**config.mk**
```make
export PLATFORM = sky130hd
export DESIGN_NAME = kalman_arbiter
export DESIGN_NICKNAME = d
export VERILOG_FILES = /design/src/rtl/kalman_pkg.sv /design/src/rtl/rr_arbiter.sv /design/src/rtl/kalman_arbiter.sv
export SDC_FILE = /design/constraint.sdc
export NUM_CORES = 1
export LEC_CHECK = 0
export CORE_MARGIN = 2
export CORE_UTILIZATION = 30
export DETAILED_ROUTE_END_ITERATION = 10
export GPL_ROUTABILITY_DRIVEN = 0
export GPL_TIMING_DRIVEN = 1
export PLACE_DENSITY_LB_ADDON = 0.12
export RECOVER_POWER = 25
export SKIP_LAST_GASP = 1
export SLEW_MARGIN = 20
export SYNTH_ARGS = -nofsm -noshare
export SYNTH_HDL_FRONTEND = slang
export SYNTH_SLANG_ARGS = --single-unit
```
**constraint.sdc**
```tcl
create_clock -name clk -period 4.1 [get_ports clk]
set_input_delay 0.615 -clock clk [delete_from_list [all_inputs] [get_ports clk]]
set_output_delay 0.615 -clock clk [all_outputs]
set_load 0.1 [all_outputs]
```
**src/rtl/kalman_pkg.sv**
```systemverilog
// Shared types and helpers for the filter arbiter: FSM state encoding,
// default datapath width and a width helper for index ports.
package kalman_pkg;

  typedef enum logic [1:0] {
    ST_IDLE  = 2'd0,
    ST_ISSUE = 2'd1,
    ST_WAIT  = 2'd2,
    ST_DONE  = 2'd3
  } state_t;

  localparam int DW_DEF = 8;

  // Index width with a floor of one bit, so single-entry ranges still get a port.
  function automatic int clog2(input int v);
    int r;
    r = 0;
    for (int i = 0; i < 31; i++) begin
      if ((1 << i) < v) r = i + 1;
    end
    return (r < 1) ? 1 : r;
  endfunction

endpackage

```
**src/rtl/rr_arbiter.sv**
```systemverilog
// Combinational round-robin pick: first set request at or after rr_ptr,
// wrapping modulo N_CH.
module rr_arbiter
  import kalman_pkg::*;
#(
  parameter int N_CH = 4,
  parameter int IW   = 2
) (
  input  logic [N_CH-1:0] req,
  input  logic [IW-1:0]   rr_ptr,
  output logic [IW-1:0]   grant_idx,
  output logic            grant_any
);

  int          w_sum;
  logic [IW-1:0] w_idx;

  always_comb begin
    grant_idx = '0;
    grant_any = 1'b0;
    w_sum     = 0;
    w_idx     = '0;
    for (int i = 0; i < N_CH; i++) begin
      w_sum = int'(rr_ptr) + i;
      if (w_sum >= N_CH) w_sum = w_sum - N_CH;
      w_idx = IW'(w_sum);
      if (!grant_any && req[w_idx]) begin
        grant_any = 1'b1;
        grant_idx = w_idx;
      end
    end
  end

endmodule

```
**src/rtl/kalman_arbiter.sv**
```systemverilog
// Time-shares one kalman_filter among N_CH sensor channels: round-robin grant,
// one-cycle valid to the filter, bounded wait for ready, tagged result or timeout.
module kalman_arbiter
  import kalman_pkg::*;
#(
  parameter int N_CH    = 4,
  parameter int DW      = DW_DEF,
  parameter int TIMEOUT = 64
) (
  input  logic                       clk,
  input  logic                       rst,
  input  logic [N_CH-1:0]            req,
  input  logic [N_CH*DW-1:0]         sample_flat,
  output logic [N_CH-1:0]            ack,
  output logic                       kf_valid,
  output logic [DW-1:0]              kf_measurement,
  input  logic [DW-1:0]              kf_filtered,
  input  logic                       kf_ready,
  output logic                       res_valid,
  output logic [clog2(N_CH)-1:0]     res_ch,
  output logic [DW-1:0]              res_data,
  output logic                       timeout_err
);

  localparam int IW = clog2(N_CH);
  localparam int CW = clog2(TIMEOUT);

  state_t          r_state, w_state_nxt;
  logic [IW-1:0]   r_ptr, w_ptr_nxt;
  logic [IW-1:0]   r_grant, w_grant_nxt;
  logic [CW-1:0]   r_cnt, w_cnt_nxt;
  logic [N_CH-1:0] r_ack, w_ack_nxt;
  logic            r_kf_valid, w_kf_valid_nxt;
  logic [DW-1:0]   r_meas, w_meas_nxt;
  logic            r_res_valid, w_res_valid_nxt;
  logic [IW-1:0]   r_res_ch, w_res_ch_nxt;
  logic [DW-1:0]   r_res_data, w_res_data_nxt;
  logic            r_timeout, w_timeout_nxt;

  logic [IW-1:0]   w_grant_idx;
  logic            w_grant_any;
  logic [DW-1:0]   w_sample;
  logic [N_CH-1:0] w_onehot;

  function automatic logic [IW-1:0] next_ch(input logic [IW-1:0] g);
    return (g == IW'(N_CH - 1)) ? '0 : g + IW'(1);
  endfunction

  rr_arbiter #(
    .N_CH (N_CH),
    .IW   (IW)
  ) u_rr (
    .req       (req),
    .rr_ptr    (r_ptr),
    .grant_idx (w_grant_idx),
    .grant_any (w_grant_any)
  );

  assign w_sample = sample_flat[w_grant_idx*DW +: DW];
  assign w_onehot = N_CH'(1) << w_grant_idx;

  always_ff @(posedge clk) begin
    if (!rst) begin
      r_state     <= ST_IDLE;
      r_ptr       <= '0;
      r_grant     <= '0;
      r_cnt       <= '0;
      r_ack       <= '0;
      r_kf_valid  <= 1'b0;
      r_meas      <= '0;
      r_res_valid <= 1'b0;
      r_res_ch    <= '0;
      r_res_data  <= '0;
      r_timeout   <= 1'b0;
    end else begin
      r_state     <= w_state_nxt;
      r_ptr       <= w_ptr_nxt;
      r_grant     <= w_grant_nxt;
      r_cnt       <= w_cnt_nxt;
      r_ack       <= w_ack_nxt;
      r_kf_valid  <= w_kf_valid_nxt;
      r_meas      <= w_meas_nxt;
      r_res_valid <= w_res_valid_nxt;
      r_res_ch    <= w_res_ch_nxt;
      r_res_data  <= w_res_data_nxt;
      r_timeout   <= w_timeout_nxt;
    end
  end

  // Every output is a register; this block computes their next values, so pulses
  // are set on the edge that enters the state they belong to.
  always_comb begin
    w_state_nxt     = r_state;
    w_ptr_nxt       = r_ptr;
    w_grant_nxt     = r_grant;
    w_cnt_nxt       = r_cnt;
    w_ack_nxt       = '0;
    w_kf_valid_nxt  = 1'b0;
    w_meas_nxt      = r_meas;
    w_res_valid_nxt = 1'b0;
    w_res_ch_nxt    = r_res_ch;
    w_res_data_nxt  = r_res_data;
    w_timeout_nxt   = 1'b0;

    unique case (r_state)
      ST_IDLE: begin
        if (w_grant_any) begin
          w_state_nxt    = ST_ISSUE;
          w_grant_nxt    = w_grant_idx;
          w_meas_nxt     = w_sample;
          w_ack_nxt      = w_onehot;
          w_kf_valid_nxt = 1'b1;
        end
      end
      ST_ISSUE: begin
        w_state_nxt = ST_WAIT;
        w_cnt_nxt   = '0;
      end
      ST_WAIT: begin
        // Ready takes precedence over an expiring counter in the same cycle.
        if (kf_ready) begin
          w_state_nxt     = ST_DONE;
          w_res_data_nxt  = kf_filtered;
          w_res_ch_nxt    = r_grant;
          w_res_valid_nxt = 1'b1;
        end else if (r_cnt == CW'(TIMEOUT - 1)) begin
          w_state_nxt   = ST_IDLE;
          w_res_ch_nxt  = r_grant;
          w_timeout_nxt = 1'b1;
          w_ptr_nxt     = next_ch(r_grant);
        end else begin
          w_cnt_nxt = r_cnt + CW'(1);
        end
      end
      ST_DONE: begin
        w_state_nxt = ST_IDLE;
        w_ptr_nxt   = next_ch(r_grant);
      end
      default: begin
        w_state_nxt = ST_IDLE;
      end
    endcase
  end

  assign ack            = r_ack;
  assign kf_valid       = r_kf_valid;
  assign kf_measurement = r_meas;
  assign res_valid      = r_res_valid;
  assign res_ch         = r_res_ch;
  assign res_data       = r_res_data;
  assign timeout_err    = r_timeout;

endmodule

```
==> results of run 1 <==
[worst min-delay path: cells and delay by family, from the launching register on]
kind | cells | cell delay [ns]
AOI/OAI and AO/OA | 1 | 0.05
and+or+nand+nor | 1 | 0.05
DFF | 1 | 0.31
[worst paths after layout]
kind | slack, ns | to
setup / recovery | 1.69 | kf_measurement[0]
hold / removal | 0.45 | res_data[1]
setup reg to reg | 2.32 | res_data[3]
hold reg to reg | 0.45 | res_data[1]
[per-stage QoR]
stage | power, uW | cell area (um^2) | hold WS (ns) | cells
after floorplan | 621 | 1620 | 0.458 | 180
after global placement | 722 | 2400 | 0.442 | 316
after detailed placement | 723 | 2400 | 0.448 | 316
after CTS | 1100 | 2530 | 0.458 | 324
after global routing | 1130 | 2530 | 0.475 | 324
final | 1090 | 2530 | 0.453 | 324
[power breakdown]
part,switching [uW],leakage [uW],internal [uW]
Sequential,16.1,0.000301,384
Clock,132,0.0000681,242
Combinational,206,0.000594,105
Total,354,0.000963,731
[final cells by class]
type,count,area [um^2]
Fill cell,545,2610
Multi-Input combinational cell,131,821
Sequential cell,37,741
Timing Repair Buffer,73,726
Tap cell,70,87.6
Clock buffer,5,68.8
Clock inverter,3,65.1
Inverter,5,18.8
[per-layer routing]
| metal | vias up | wire, um | part of all wire [%] |
|---|---|---|---|
| li1 | 782 | - | - |
| met1 | 700 | 1920 | 46 |
| met2 | 35 | 1990 | 48 |
| met3 | 7 | 199 | 4.8 |
| met4 | 0 | 72 | 1.7 |
| met5 | - | 0 | 0 |
[kinds of logic after synthesis]
kind of cell / count (synthesis) / synth area share (%)
flip-flops: 37 / 45.8
AO/OA/AOI/OAI: 35 / 14.2
AND/OR/NAND/NOR: 71 / 21.1
buffers and inverters: 12 / 3.25
adder cells (fa/ha/maj): 2 / 1.55
XOR/XNOR: 2 / 1.08
multiplexers: 21 / 13.0
[cell usage after synthesis (all sizes together) (4+ instances only)]
cell type and n:
o221ai 8, nor3 4, a21oi 17, nand3 11, buf 4, inv 5, nor2 19, dfxtp 37
nand2 22, mux2i 21
[sequential cells by signal, indices dropped and copies added, names as in the netlist]
register / cells
kf_measurement: 8
res_data: 8
r_cnt: 6
ack: 4
r_grant: 2
r_ptr: 2
r_state: 2
res_ch: 2
kf_valid: 1
res_valid: 1
timeout_err: 1
==> metrics.yaml, run 1 <==
synth_area_leaders: "dfxtp_1 46%, mux2i_1 13%, a21oi_1 5.3%, nand2_1 4.9%, nor2_1 4.4%"
overflow: 0
path_clk_slew_ns: 0.08
min_path_type: "reg -> reg"
hold_start: "res_data[1]"
place_ws_ns: 1.51
drv_cap: 0
synth.avg_cell_area_um2: 8.98
synth_ff_type: "dfxtp_1"
met1_usage_pct: 17.0
use_met2_pct: 23.6
crit_cells: 1
whs_path_depth: 2
worstPathArrival_ns: 1.79
final.setup_skew_ns: 0.00402
initialDrtViolationCount: 32
core_um2: 5140
io_pins: 72
layout_commonest_cell: "clkdlybuf4s50_1"
grt_util_all_layers_pct: 14.1
clk_path_buf_depth: 2
finalHoldViolations: 0
grt_setup_unrepaired: "false"
grt_pass1_wl_mm: 6.60
syn_inst: 180
worst-path-max-fanout: 2
port_buffers: 71
synth-edff-count: 0
power_density_nw_per_um2: 429
cpLargestDelayFamily: "buffers and inverters"
synth_top_area_cell: "dfxtp_1"
timing.rr.start: "r_state[1]"
firstDrtPassIters: 4
crit_start: "kf_measurement[0]"
wire_per_inst_um: 12.9
setup_viol: 0
dp_hpwl_mm: 3.12
ys_ff_latch: 37
grt_pass1_vias: 1412
yosysSeqAreaShare_pct: 45.8
cts_tree: "built"
use_met3_pct: 3.95
clkSinkCount: 37
path_cells: "clkdlybuf4s50_1"
antenna_found_initial: 0
rows: 26
mostFrequentLayoutCells: "69 x clkdlybuf4s50_1, 37 x dfxtp_1, 22 x nand2_1"
ys_warn_count: 0
fin_crit_sh_pct: 58.7
required_ns: 3.48
post-route-worst-setup-slack_ns: 1.69
r2r_cells: 4
crit_path_max_incr_delay_ns: 1.15
synth_top_area_share_pct: 45.8
netlist_area_um2: 1620
die_area_um2: 5990
fp.dieW_um: 77.4
fin_util_pct: 49.2
die_h_um: 77.4
crit_type: "reg -> out"
wirelength_mm: 4.18
cellLeakagePower_uw: 0.000963
hold_buffers: 0
slew_violations: 0
vias: 1524
cts_resized: 0
top_usage_layer: "met2"
nets: 302
via_per_inst: 4.70
syn-num-nets: 229
relSlewSlack_pct: 33.9
area_growth_pct: 56.3
worstSkewPairLatency_ns: 0.29
end_kind: "output pin"
initial_core_util_pct: 31.5
cts_setup_buffers: 0
antenna_cells: 0
drive_gt1_share_pct: 4.72
final_antenna_net_count: 0
cts_max_level: 2
drc: 0
cts_made_buffers: 5
fin_setup_tns_ns: 0
grt_max_degree: 23
cp-start-kind: "flip-flop"
cp_slowest_cell: "clkdlybuf4s50_1"
status: "complete, no violations"
synth.distinct_cells: 32
fin_crit_ns: 2.41
vdd_drop_max_uv: 215
max_freq_mhz: 416
worst_slew_pin_slew_ns: 0.988
async_reset_ff_share_pct: 0
cts_root_buf: "clkbuf_8"
crit_buf_inv: 1
Note: power is estimated with default switching activity, not from simulation.
==> run 2, diff against run 1 <==
Clock period 4.1 ns to 2.35 ns, I/O delays scaled along.
==> run 2 against run 1 <==
Die area stayed put. Global-route usage is 0.14 points lower. Power is 62% higher. Via count is 0.20% lower. Clock skew is 0.0021 ns higher. Critical endpoint is now kf_measurement[5].
==> metrics.yaml, run 2 (synthesis gave the netlist of run 1 again) <==
rows: 26
vias: 1521
r2r_cells: 6
cellLeakagePower_uw: 0.000967
p_switching_uw: 604
drc: 0
p_comb_share_pct: 30.5
crit_path_max_incr_delay_ns: 0.88
p_seq_share_pct: 39.8
finalHoldViolations: 0
fin_crit_sh_pct: 78.3
cts_max_level: 2
max_freq_mhz: 543
vdd_drop_max_uv: 388
fin_util_pct: 47.4
crit_buf_inv: 1
crit_start: "kf_measurement[5]"
path_cells: "clkbuf_1"
path_clk_slew_ns: 0.07
worst-path-max-fanout: 2
overflow: 0
cts_resized: 0
grt_pass1_wl_mm: 6.64
end_kind: "output pin"
required_ns: 2.00
grt_max_degree: 23
worstSkewPairLatency_ns: 0.28
place_ws_ns: 0.277
clk_path_buf_depth: 2
area_growth_pct: 50.6
port_buffers: 71
wire_per_inst_um: 12.4
cts_made_buffers: 5
cp_slowest_cell: "clkbuf_1"
setup_viol: 0
timing.rr.start: "r_cnt[0]"
drive_gt1_share_pct: 10.9
layout_commonest_cell: "clkdlybuf4s50_1"
status: "complete, no violations"
worst_slew_pin_slew_ns: 1.20
worstPathArrival_ns: 1.49
grt_util_all_layers_pct: 14.0
mostFrequentLayoutCells: "46 x clkdlybuf4s50_1, 37 x dfxtp_1, 21 x nand2_1, 21 x mux2i_1, 19 x nor2_1"
drv_cap: 0
initial_core_util_pct: 31.5
crit_end: "kf_measurement[5]"
layoutNonFillerInstCount: 328
power_density_nw_per_um2: 721
slew_violations: 0
fillCellCount: 518
cts_tree: "built"
clkSinkCount: 37
r2r-end: "r_cnt[5]"
antenna_found_initial: 0
dp.cells: 321
cp-start-kind: "flip-flop"
min_path_type: "reg -> reg"
relSlewSlack_pct: 20.1
die_h_um: 77.4
fin_crit_ns: 1.84
crit_type: "reg -> out"
hold_buffers: 0
final_antenna_net_count: 0
dp_hpwl_mm: 3.07
cpLargestDelayFamily: "buffers and inverters"
antenna_cells: 0
io_pins: 72
p_clk_share_pct: 29.8
wirelength_mm: 4.08
grt_setup_unrepaired: "false"
rrSetupSlack_ns: 0.61
fin_setup_tns_ns: 0
grt_pass1_vias: 1366
p_int_uw: 1150
nets: 307
core_um2: 5140
switching_share_pct: 34.4
firstDrtPassIters: 4
fp.dieW_um: 77.4
via_per_inst: 4.64
final.setup_skew_ns: 0.00614
cts_setup_buffers: 0
post-route-worst-setup-slack_ns: 0.510
total_power_uw: 1760
cts_root_buf: "clkbuf_8"
crit_cells: 1
die_area_um2: 5990
initialDrtViolationCount: 33
run 2: changes by cell type in the layout (fill, tap and decap cells not counted):
cell             before  now
nand2_1              22   21
bufinv_16             2    1
dlygate4sd3_1         2    0
buf_12                0    1
nand2_2               0    1
buf_4                 2   17
clkdlybuf4s50_1      69   46
clkbuf_1              0   14
run 2: through the flow:
| stage | hold WS, ns | cell area (um^2) |
|---|---|---|
| finish | 0.453 | 2430 |
| global route | 0.478 | 2430 |
| CTS | 0.457 | 2490 |
| detailed placement | 0.447 | 2380 |
| global placement | 0.443 | 2380 |
| floorplan | 0.458 | 1620 |
run 2: how the worst min path moves through the flow:
stage | slack [ns] | depth (start not counted) | start | end
final | 0.45 | 2 | res_data[1] | res_data[1]
after CTS | 0.46 | 2 | res_data[3] | res_data[3]
after global placement | 0.44 | 2 | res_data[0] | res_data[0]
after global routing | 0.48 | 2 | res_data[2] | res_data[2]
after detailed placement | 0.45 | 2 | res_data[3] | res_data[3]
after floorplan | 0.46 | 2 | r_cnt[5] | r_cnt[5]
run 2: final cells by class:
| type | count | area (um^2) | share of cell area, % |
|---|---|---|---|
| Timing Repair Buffer | 78 | 661 | 27.1 |
| Clock inverter | 2 | 35.0 | 1.44 |
| Clock buffer | 5 | 68.8 | 2.83 |
| Inverter | 5 | 18.8 | 0.771 |
| Multi-Input combinational cell | 131 | 823 | 33.8 |
| Sequential cell | 37 | 741 | 30.4 |
| Tap cell | 70 | 87.6 | 3.60 |
run 2: power by group through the flow:
stage          registers, uW  logic, uW  clock network (uW)
6_report                 698        535                 522
4_1_cts                  698        554                 538
3_5_place_dp             712        552                   0
3_3_place_gp             713        553                   0
2_1_floorplan            945        139                   0
5_1_grt                  704        566                 566
run 2: per-layer routing:
layer	global-route usage, %	share of wire [%]	up-vias
met1	18.3	46	681
met4	5.89	1.7	0
met3	4.19	5.9	7
met2	21.4	46	40
li1	-	-	793
met5	0	0	-
